==> src/rtl/arya_dispatch_pkg.sv <==
// Shared types and defaults for the thread dispatcher and its per-thread slots.
// Latency: n/a (types and constants only).
// Backpressure: n/a.
package arya_dispatch_pkg;

   // Per-thread slot lifecycle
   typedef enum logic [1:0] {
      SLOT_IDLE   = 2'd0,
      SLOT_LAUNCH = 2'd1,
      SLOT_RUN    = 2'd2,
      SLOT_KICK   = 2'd3
   } slot_state_t;

   localparam int SLOT_STATE_W           = 2;
   localparam int WD_W                   = 16;    // watchdog counter width, covers 2..65535
   localparam int DEFAULT_TIMEOUT_CYCLES = 1100;

endpackage

==> src/rtl/dispatch_slot.sv <==
// Per-thread slot: IDLE/LAUNCH/RUN/KICK FSM with a saturating RUN watchdog.
// Latency: start/kick pulses are registered, one cycle after the state decision.
// Backpressure: none; launch is only asserted by the top while the slot is idle.
//
// Ports: launch (from top arbiter), done (thread completion), debug_on (allow kicks),
//        idle (slot free), done_fire (completion accepted this cycle, combinational),
//        start_pulse / kick_pulse (registered one-cycle pulses), timeout_err (sticky).
module dispatch_slot
   import arya_dispatch_pkg::*;
#(
   parameter int TIMEOUT_CYCLES = DEFAULT_TIMEOUT_CYCLES
) (
   input  logic clk,
   input  logic reset_n,
   input  logic launch,
   input  logic done,
   input  logic debug_on,
   output logic idle,
   output logic done_fire,
   output logic start_pulse,
   output logic kick_pulse,
   output logic timeout_err
);

   localparam logic [WD_W-1:0] TIMEOUT = WD_W'(TIMEOUT_CYCLES);

   slot_state_t     state_q, state_n;
   logic [WD_W-1:0] wd_q, wd_n, wd_inc;
   logic            err_n;

   // Saturating increment: once at the limit the expiry condition stays true,
   // so enabling debug_on later still produces a kick.
   assign wd_inc = (wd_q == TIMEOUT) ? TIMEOUT : wd_q + WD_W'(1);

   always_ff @(posedge clk or negedge reset_n) begin
      if (!reset_n) begin
         state_q     <= SLOT_IDLE;
         wd_q        <= '0;
         timeout_err <= 1'b0;
         start_pulse <= 1'b0;
         kick_pulse  <= 1'b0;
      end else begin
         state_q     <= state_n;
         wd_q        <= wd_n;
         timeout_err <= err_n;
         start_pulse <= (state_n == SLOT_LAUNCH);
         kick_pulse  <= (state_n == SLOT_KICK);
      end
   end

   always_comb begin
      state_n   = state_q;
      wd_n      = wd_q;
      err_n     = timeout_err;
      done_fire = 1'b0;
      unique case (state_q)
         SLOT_IDLE: begin
            if (launch) state_n = SLOT_LAUNCH;
         end
         SLOT_LAUNCH: begin
            // completions from the previous occupant are ignored here
            state_n = SLOT_RUN;
            wd_n    = '0;
         end
         SLOT_RUN: begin
            if (done) begin
               // completion wins over a same-cycle expiry
               state_n   = SLOT_IDLE;
               done_fire = 1'b1;
            end else begin
               wd_n = wd_inc;
               if (wd_inc == TIMEOUT) begin
                  err_n = 1'b1;
                  if (debug_on) state_n = SLOT_KICK;
               end
            end
         end
         SLOT_KICK: begin
            if (done) begin
               state_n   = SLOT_IDLE;
               done_fire = 1'b1;
            end else begin
               state_n = SLOT_RUN;
               wd_n    = '0;
            end
         end
         default: state_n = SLOT_IDLE;
      endcase
   end

   assign idle = (state_q == SLOT_IDLE);

endmodule

==> src/rtl/thread_dispatcher.sv <==
// Round-robin job dispatcher onto per-thread slots with watchdog and completion counter.
// Latency: job accepted at edge t -> start_thread/dispatch_valid high in the following cycle.
// Backpressure: job_ready low (combinationally) while no slot is idle.
//
// Ports: job_valid/job_ready handshake, debug_on enables kicks, thread_busy (unused,
//        stale threads are caught by the watchdog), thread_done completions,
//        start_thread/debug_commands per-thread pulses, dispatch_valid/dispatch_id,
//        timeout_err sticky flags, done_count saturating total, all_idle.
module thread_dispatcher
   import arya_dispatch_pkg::*;
#(
   parameter int NUM_THREADS_PER_CORE = 4,
   parameter int TIMEOUT_CYCLES       = DEFAULT_TIMEOUT_CYCLES,
   parameter int DONE_COUNT_WIDTH     = 16,
   localparam int N   = NUM_THREADS_PER_CORE,
   localparam int IDW = (NUM_THREADS_PER_CORE > 1) ? $clog2(NUM_THREADS_PER_CORE) : 1
) (
   input  logic                        clk,
   input  logic                        reset_n,
   input  logic                        job_valid,
   output logic                        job_ready,
   input  logic                        debug_on,
   input  logic [N-1:0]                thread_busy,
   input  logic [N-1:0]                thread_done,
   output logic [N-1:0]                start_thread,
   output logic [N-1:0]                debug_commands,
   output logic                        dispatch_valid,
   output logic [IDW-1:0]              dispatch_id,
   output logic [N-1:0]                timeout_err,
   output logic [DONE_COUNT_WIDTH-1:0] done_count,
   output logic                        all_idle
);

   logic [N-1:0]              slot_idle;
   logic [N-1:0]              done_fire;
   logic [N-1:0]              launch;
   logic [IDW-1:0]            rr_ptr;
   logic [IDW-1:0]            cand;
   logic [IDW-1:0]            pick_idx;
   logic                      pick_found;
   logic                      accept;
   logic [DONE_COUNT_WIDTH:0] done_inc;
   logic [DONE_COUNT_WIDTH:0] done_sum;

   // Stale/hung threads are caught by the RUN watchdog, so busy carries no logic.
   logic unused_thread_busy;
   assign unused_thread_busy = ^thread_busy;

   for (genvar i = 0; i < N; i++) begin : g_slot
      dispatch_slot #(
         .TIMEOUT_CYCLES(TIMEOUT_CYCLES)
      ) u_slot (
         .clk         (clk),
         .reset_n     (reset_n),
         .launch      (launch[i]),
         .done        (thread_done[i]),
         .debug_on    (debug_on),
         .idle        (slot_idle[i]),
         .done_fire   (done_fire[i]),
         .start_pulse (start_thread[i]),
         .kick_pulse  (debug_commands[i]),
         .timeout_err (timeout_err[i])
      );
   end

   assign job_ready = |slot_idle;
   assign all_idle  = &slot_idle;

   // First idle slot at or after rr_ptr, wrapping. Idle comes from slot state
   // registers, so a slot freed this cycle is only offered next cycle.
   always_comb begin
      pick_found = 1'b0;
      pick_idx   = '0;
      cand       = '0;
      for (int k = 0; k < N; k++) begin
         cand = IDW'((int'(rr_ptr) + k) % N);
         if (!pick_found && slot_idle[cand]) begin
            pick_found = 1'b1;
            pick_idx   = cand;
         end
      end
   end

   assign accept = job_valid && pick_found;

   always_comb begin
      launch = '0;
      if (accept) launch[pick_idx] = 1'b1;
   end

   always_comb begin
      done_inc = '0;
      for (int i = 0; i < N; i++) begin
         done_inc = done_inc + {{DONE_COUNT_WIDTH{1'b0}}, done_fire[i]};
      end
      done_sum = {1'b0, done_count} + done_inc;
   end

   always_ff @(posedge clk or negedge reset_n) begin
      if (!reset_n) begin
         rr_ptr         <= '0;
         dispatch_valid <= 1'b0;
         dispatch_id    <= '0;
         done_count     <= '0;
      end else begin
         dispatch_valid <= accept;
         dispatch_id    <= accept ? pick_idx : '0;
         if (accept) rr_ptr <= IDW'((int'(pick_idx) + 1) % N);
         done_count     <= done_sum[DONE_COUNT_WIDTH] ? '1 : done_sum[DONE_COUNT_WIDTH-1:0];
      end
   end

endmodule

==> config.mk <==
export PLATFORM = sky130hd
export DESIGN_NAME = thread_dispatcher
export DESIGN_NICKNAME = d
export VERILOG_FILES = /design/src/rtl/arya_dispatch_pkg.sv /design/src/rtl/dispatch_slot.sv /design/src/rtl/thread_dispatcher.sv
export SDC_FILE = /design/constraint.sdc
export NUM_CORES = 1
export LEC_CHECK = 0
export CAP_MARGIN = 0
export CORE_MARGIN = 2
export CORE_UTILIZATION = 49
export DETAILED_ROUTE_END_ITERATION = 7
export PLACE_DENSITY_LB_ADDON = 0.08
export SLEW_MARGIN = 15
export SYNTH_ARGS = -nofsm -noshare
export SYNTH_HDL_FRONTEND = slang
export SYNTH_SLANG_ARGS = --single-unit
export TNS_END_PERCENT = 100
==> constraint.sdc <==
create_clock -name clk -period 2.76 [get_ports clk]
set_input_delay 0.552 -clock clk [delete_from_list [all_inputs] [get_ports clk]]
set_output_delay 0.552 -clock clk [all_outputs]
set_load 0.05 [all_outputs]
==> summary.txt, run 1 <==
Critical path
  – Crit path largest cell delay: 490 ps
  – CP max stage cell: fa_1
  – CP endpoint kind: register
  – Reg-to-reg slack, setup: 200 ps
  – Critical path fanouts, max: 13
  – Cell breakdown of the critical path: clkdlybuf4s15_1 -> nand2_2 -> fa_1 -> inv_1 -> fa_2 -> fa_2 -> nand2_1 -> nor3_2 -> nand3_1 -> nor2_1 -> nand3_1 -> buf_12 -> nand2b_1
  – Worst Path Required: 3000 ps
  – Reg2reg start: done_count[0]
  – End of the critical path: done_count[0]
  – CP arrival: 2880 ps
  – Critical path class: primary input to register
  – Reg-to-reg endpoint: done_count[0]
  – Reg2Reg Depth: 12
  – CP startpoint: thread_done[2]
  – Crit start category: primary input

Synthesis
  – Mapped cell area: 6449 um2
  – Ranking of synthesized cells by area: dfrtp_1, o21ai_0, nand2_1, nand3_1, xnor2_1
  – Mapped Avg Cell Area: 8.679 um2
  – Post-synth top area cell: dfrtp_1
  – FF+latch count, synth: 105
  – Top_reg_cell synth: dfrtp_1
  – Net Count, Synth: 771
  – Mapped Cells: 743
  – Number of enable flip-flop cells after synthesis: 0
  – Yosys top cell area share: 40.75%
  – Post-synthesis sequential area ratio: 40.75%
  – Synth Warn #: 0
  – Netlist cell types: 75
  – Ys async rst share: 100.0%

CTS
  – TritonCTS Buffers: 9
  – CTS Sinks: 105
  – Hold Buf Count CTS: 0
  – Max Buffers Root-to-Sink: 2
  – CTS tree: done
  – Clock root buffer: clkbuf_16
  – Htree depth: 3
  – Clk Latency, worst-skew pair: 360 ps
  – Worst-path clk slew: 80 ps

Floorplanning
  – # rows: 41
  – Initial Utilization: 50.69%
  – Die Y: 118.7 um
  – CORE AREA: 12720 um2
  – Die Area: 14090 um2
  – Die W: 118.7 um
  – IO Count: 45

GRT
  – Initial antenna violation count: 0
  – Largest net degree at the start of global routing: 44
  – Total track usage: 22.12%
  – Total gr overflow: 0
  – First-pass GRT wire length: 25860 um
  – Vias in the first global route: 5253

Cells and area
  – Non-filler cells, final: 941
  – Antenna Cells: 0
  – Final nets: 792
  – Area delta synth->final: 13.19%
  – Share of cells above drive strength 1: 9.493%

Run status
  – Status: finished, final reports clean

Timing
  – RSZ-0062 raised after global routing: false
  – Slew Limit Fails: 0
  – Setup_tns: 0 ps
  – Period utilisation layout: 95.49%
  – Tmin final: 2635 ps
  – Final setup fails: 0
  – Slew @ Worst Pin: 593.6 ps
  – Skew final: 14.25 ps
  – Maximum clock rate: 379.4 MHz
  – Hold Fails Final Rpt: 0
  – Slew Limit Headroom: 60.01%

Routing
  – Drt drc: 0
  – Antenna-violating nets left: 0
  – Routed vias/inst: 5.872
  – Initial DRC count: 410
  – Iteration count of the initial detailed-routing pass: 5
  – Per-cell routed wire length: 15.93 um
  – Via count: 5526
  – Final WL: 14990 um

Placement
  – RD Place Congestion: 0.9043
  – Port Buffers: 40
  – DPL Wire Length: 10510 um
  – Post-placement cell count: 925

Min path
  – Hold Crit Class: primary input to asynchronous set/reset pin

Pwr
  – Power per Cell Area: 775.3 nW/um2
  – Worst vdd ir: 659.6 uV
  – Leak Pwr: 3.066 nW

Flow run
  – Max Cap Viol: 0
[per-layer routing]
layer	track usage, %	share of wire (%)	vias to the layer above
li1	-	-	2705
met1	32.08	49	2664
met2	33.55	45	143
met3	3.861	4.4	14
met4	7.143	1.6	0
met5	0	0	-
[power by group]
group / internal, mW / switching, mW
clock network: 0.724 / 0.630
logic: 0.810 / 1.46
registers: 1.76 / 0.271
[cells in the mapped netlist, types with 5 or more instances]
master	n
nand2b_1	8
a21o_1	7
and4_1	7
a21oi_1	24
nor4b_1	6
nand4_1	26
and3_1	19
nand2_1	87
xnor2_1	21
clkbuf_1	22
o31ai_1	23
nor3_1	18
a31oi_1	5
xor2_1	17
nor2_1	41
inv_1	34
dfrtp_1	105
nor2b_1	7
nor4_1	9
or3b_2	5
nor3b_1	6
ha_1	13
and2_1	7
nand3_1	42
buf_2	15
buf_4	13
o22ai_1	5
o21ai_1	9
o41ai_1	5
o21ai_0	74
[critical path, delay by kind of cell]
family / cells / cell delay [ps]
buffers and inverters: 3 / 460
adders and majority gates: 3 / 1240
and+or+nand+nor: 7 / 630
[timing repair]
item	CTS	global route
gates resized for setup	3	6
setup buffers	0	0
endpoints found under the setup margin	17	14
[state kept, by name (all words and copies together) (netlist names), 2 cells and up]
name and cells:
g_slot.u_slot.wd_q 64, done_count 16, g_slot.u_slot.state_q 8, g_slot.u_slot.kick_pulse 4, g_slot.u_slot.start_pulse 4, g_slot.u_slot.timeout_err 4, dispatch_id 2, rr_ptr 2
[per-stage QoR]
stage | setup WS [ps] | total power, mW | utilization (%) | hold WS (ps) | area, um2
after global placement | -570.4 | 4.272 | 54.92 | 447.5 | 6987
after detailed placement | -617.6 | 4.317 | 54.92 | 452.2 | 6987
after CTS | 38.08 | 5.698 | 57.34 | 176.5 | 7295
final | 124.5 | 5.659 | 57.38 | 162.6 | 7300
after floorplan | 4.511 | 3.572 | - | 256.4 | 6470
after global routing | 6.642 | 6.054 | 57.38 | 200.9 | 7300
[how the worst min path moves through the flow]
stage	start	slack [ps]	end	cells past startpoint
3_3_place_gp	g_slot[2].u_slot.timeout_err	450	g_slot[2].u_slot.timeout_err	1
6_report	reset_n	160	g_slot[2].u_slot.wd_q[8]	1
5_1_grt	reset_n	200	g_slot[2].u_slot.wd_q[8]	1
4_1_cts	reset_n	180	g_slot[2].u_slot.wd_q[8]	1
2_1_floorplan	reset_n	260	dispatch_id[0]	0
3_5_place_dp	g_slot[3].u_slot.timeout_err	450	g_slot[3].u_slot.timeout_err	1
[cell type report]
type | instances | area, um2
sequential | 105 | 2629
fill | 1150 | 5423
clock inverter | 7 | 86.33
multi-input combinational | 552 | 3441
inverter | 35 | 131.4
clock buffer | 9 | 225.2
timing repair buffer | 61 | 571.8
tap | 172 | 215.2
[placed cells by master, fill, tap and decap left out, drive strengths merged, types with 10 or more instances in the layout]
cell / synthesis / layout
a21oi: 24 / 24
and3: 20 / 20
buf: 29 / 23
clkbuf: 22 / 10
clkdlybuf4s50: 0 / 35
dfrtp: 105 / 105
ha: 13 / 13
inv: 34 / 37
nand2: 88 / 88
nand3: 43 / 43
nand4: 26 / 26
nor2: 41 / 41
nor3: 18 / 18
nor4: 10 / 10
o21ai: 83 / 83
o31ai: 23 / 23
xnor2: 21 / 21
xor2: 17 / 17
[logic make-up (layout without fill, tap and decap cells)]
family          Yosys count  count (layout)  share of synthesized area (%)
simple gates            318             318                          27.12
compound gates          177             177                          16.84
flops                   105             105                          40.75
buf+inv                  86             112                          6.170
xor+xnor                 38              38                          5.161
fa+ha+maj                16              16                          3.454
mux                       3               3                         0.5044
(Power assumes the default switching activity.)
==> inputs of run 2 (changes only) <==
--- a/config.mk
+++ b/config.mk
@@ -8,6 +8,7 @@
 export CAP_MARGIN = 0
 export CORE_MARGIN = 2
 export CORE_UTILIZATION = 49
+export CTS_CLUSTER_SIZE = 25
 export DETAILED_ROUTE_END_ITERATION = 7
 export PLACE_DENSITY_LB_ADDON = 0.08
 export SLEW_MARGIN = 15
==> results of run 2 <==
Same layout as run 1: the final DEF is identical, and so are final timing and power.
==> inputs of run 3 (changes only) <==
--- a/config.mk
+++ b/config.mk
@@ -11,7 +11,6 @@
 export CTS_CLUSTER_SIZE = 25
 export DETAILED_ROUTE_END_ITERATION = 7
 export PLACE_DENSITY_LB_ADDON = 0.08
-export SLEW_MARGIN = 15
 export SYNTH_ARGS = -nofsm -noshare
 export SYNTH_HDL_FRONTEND = slang
 export SYNTH_SLANG_ARGS = --single-unit
==> results of run 3 <==
Same layout as run 1: the final DEF is identical, and so are final timing and power.
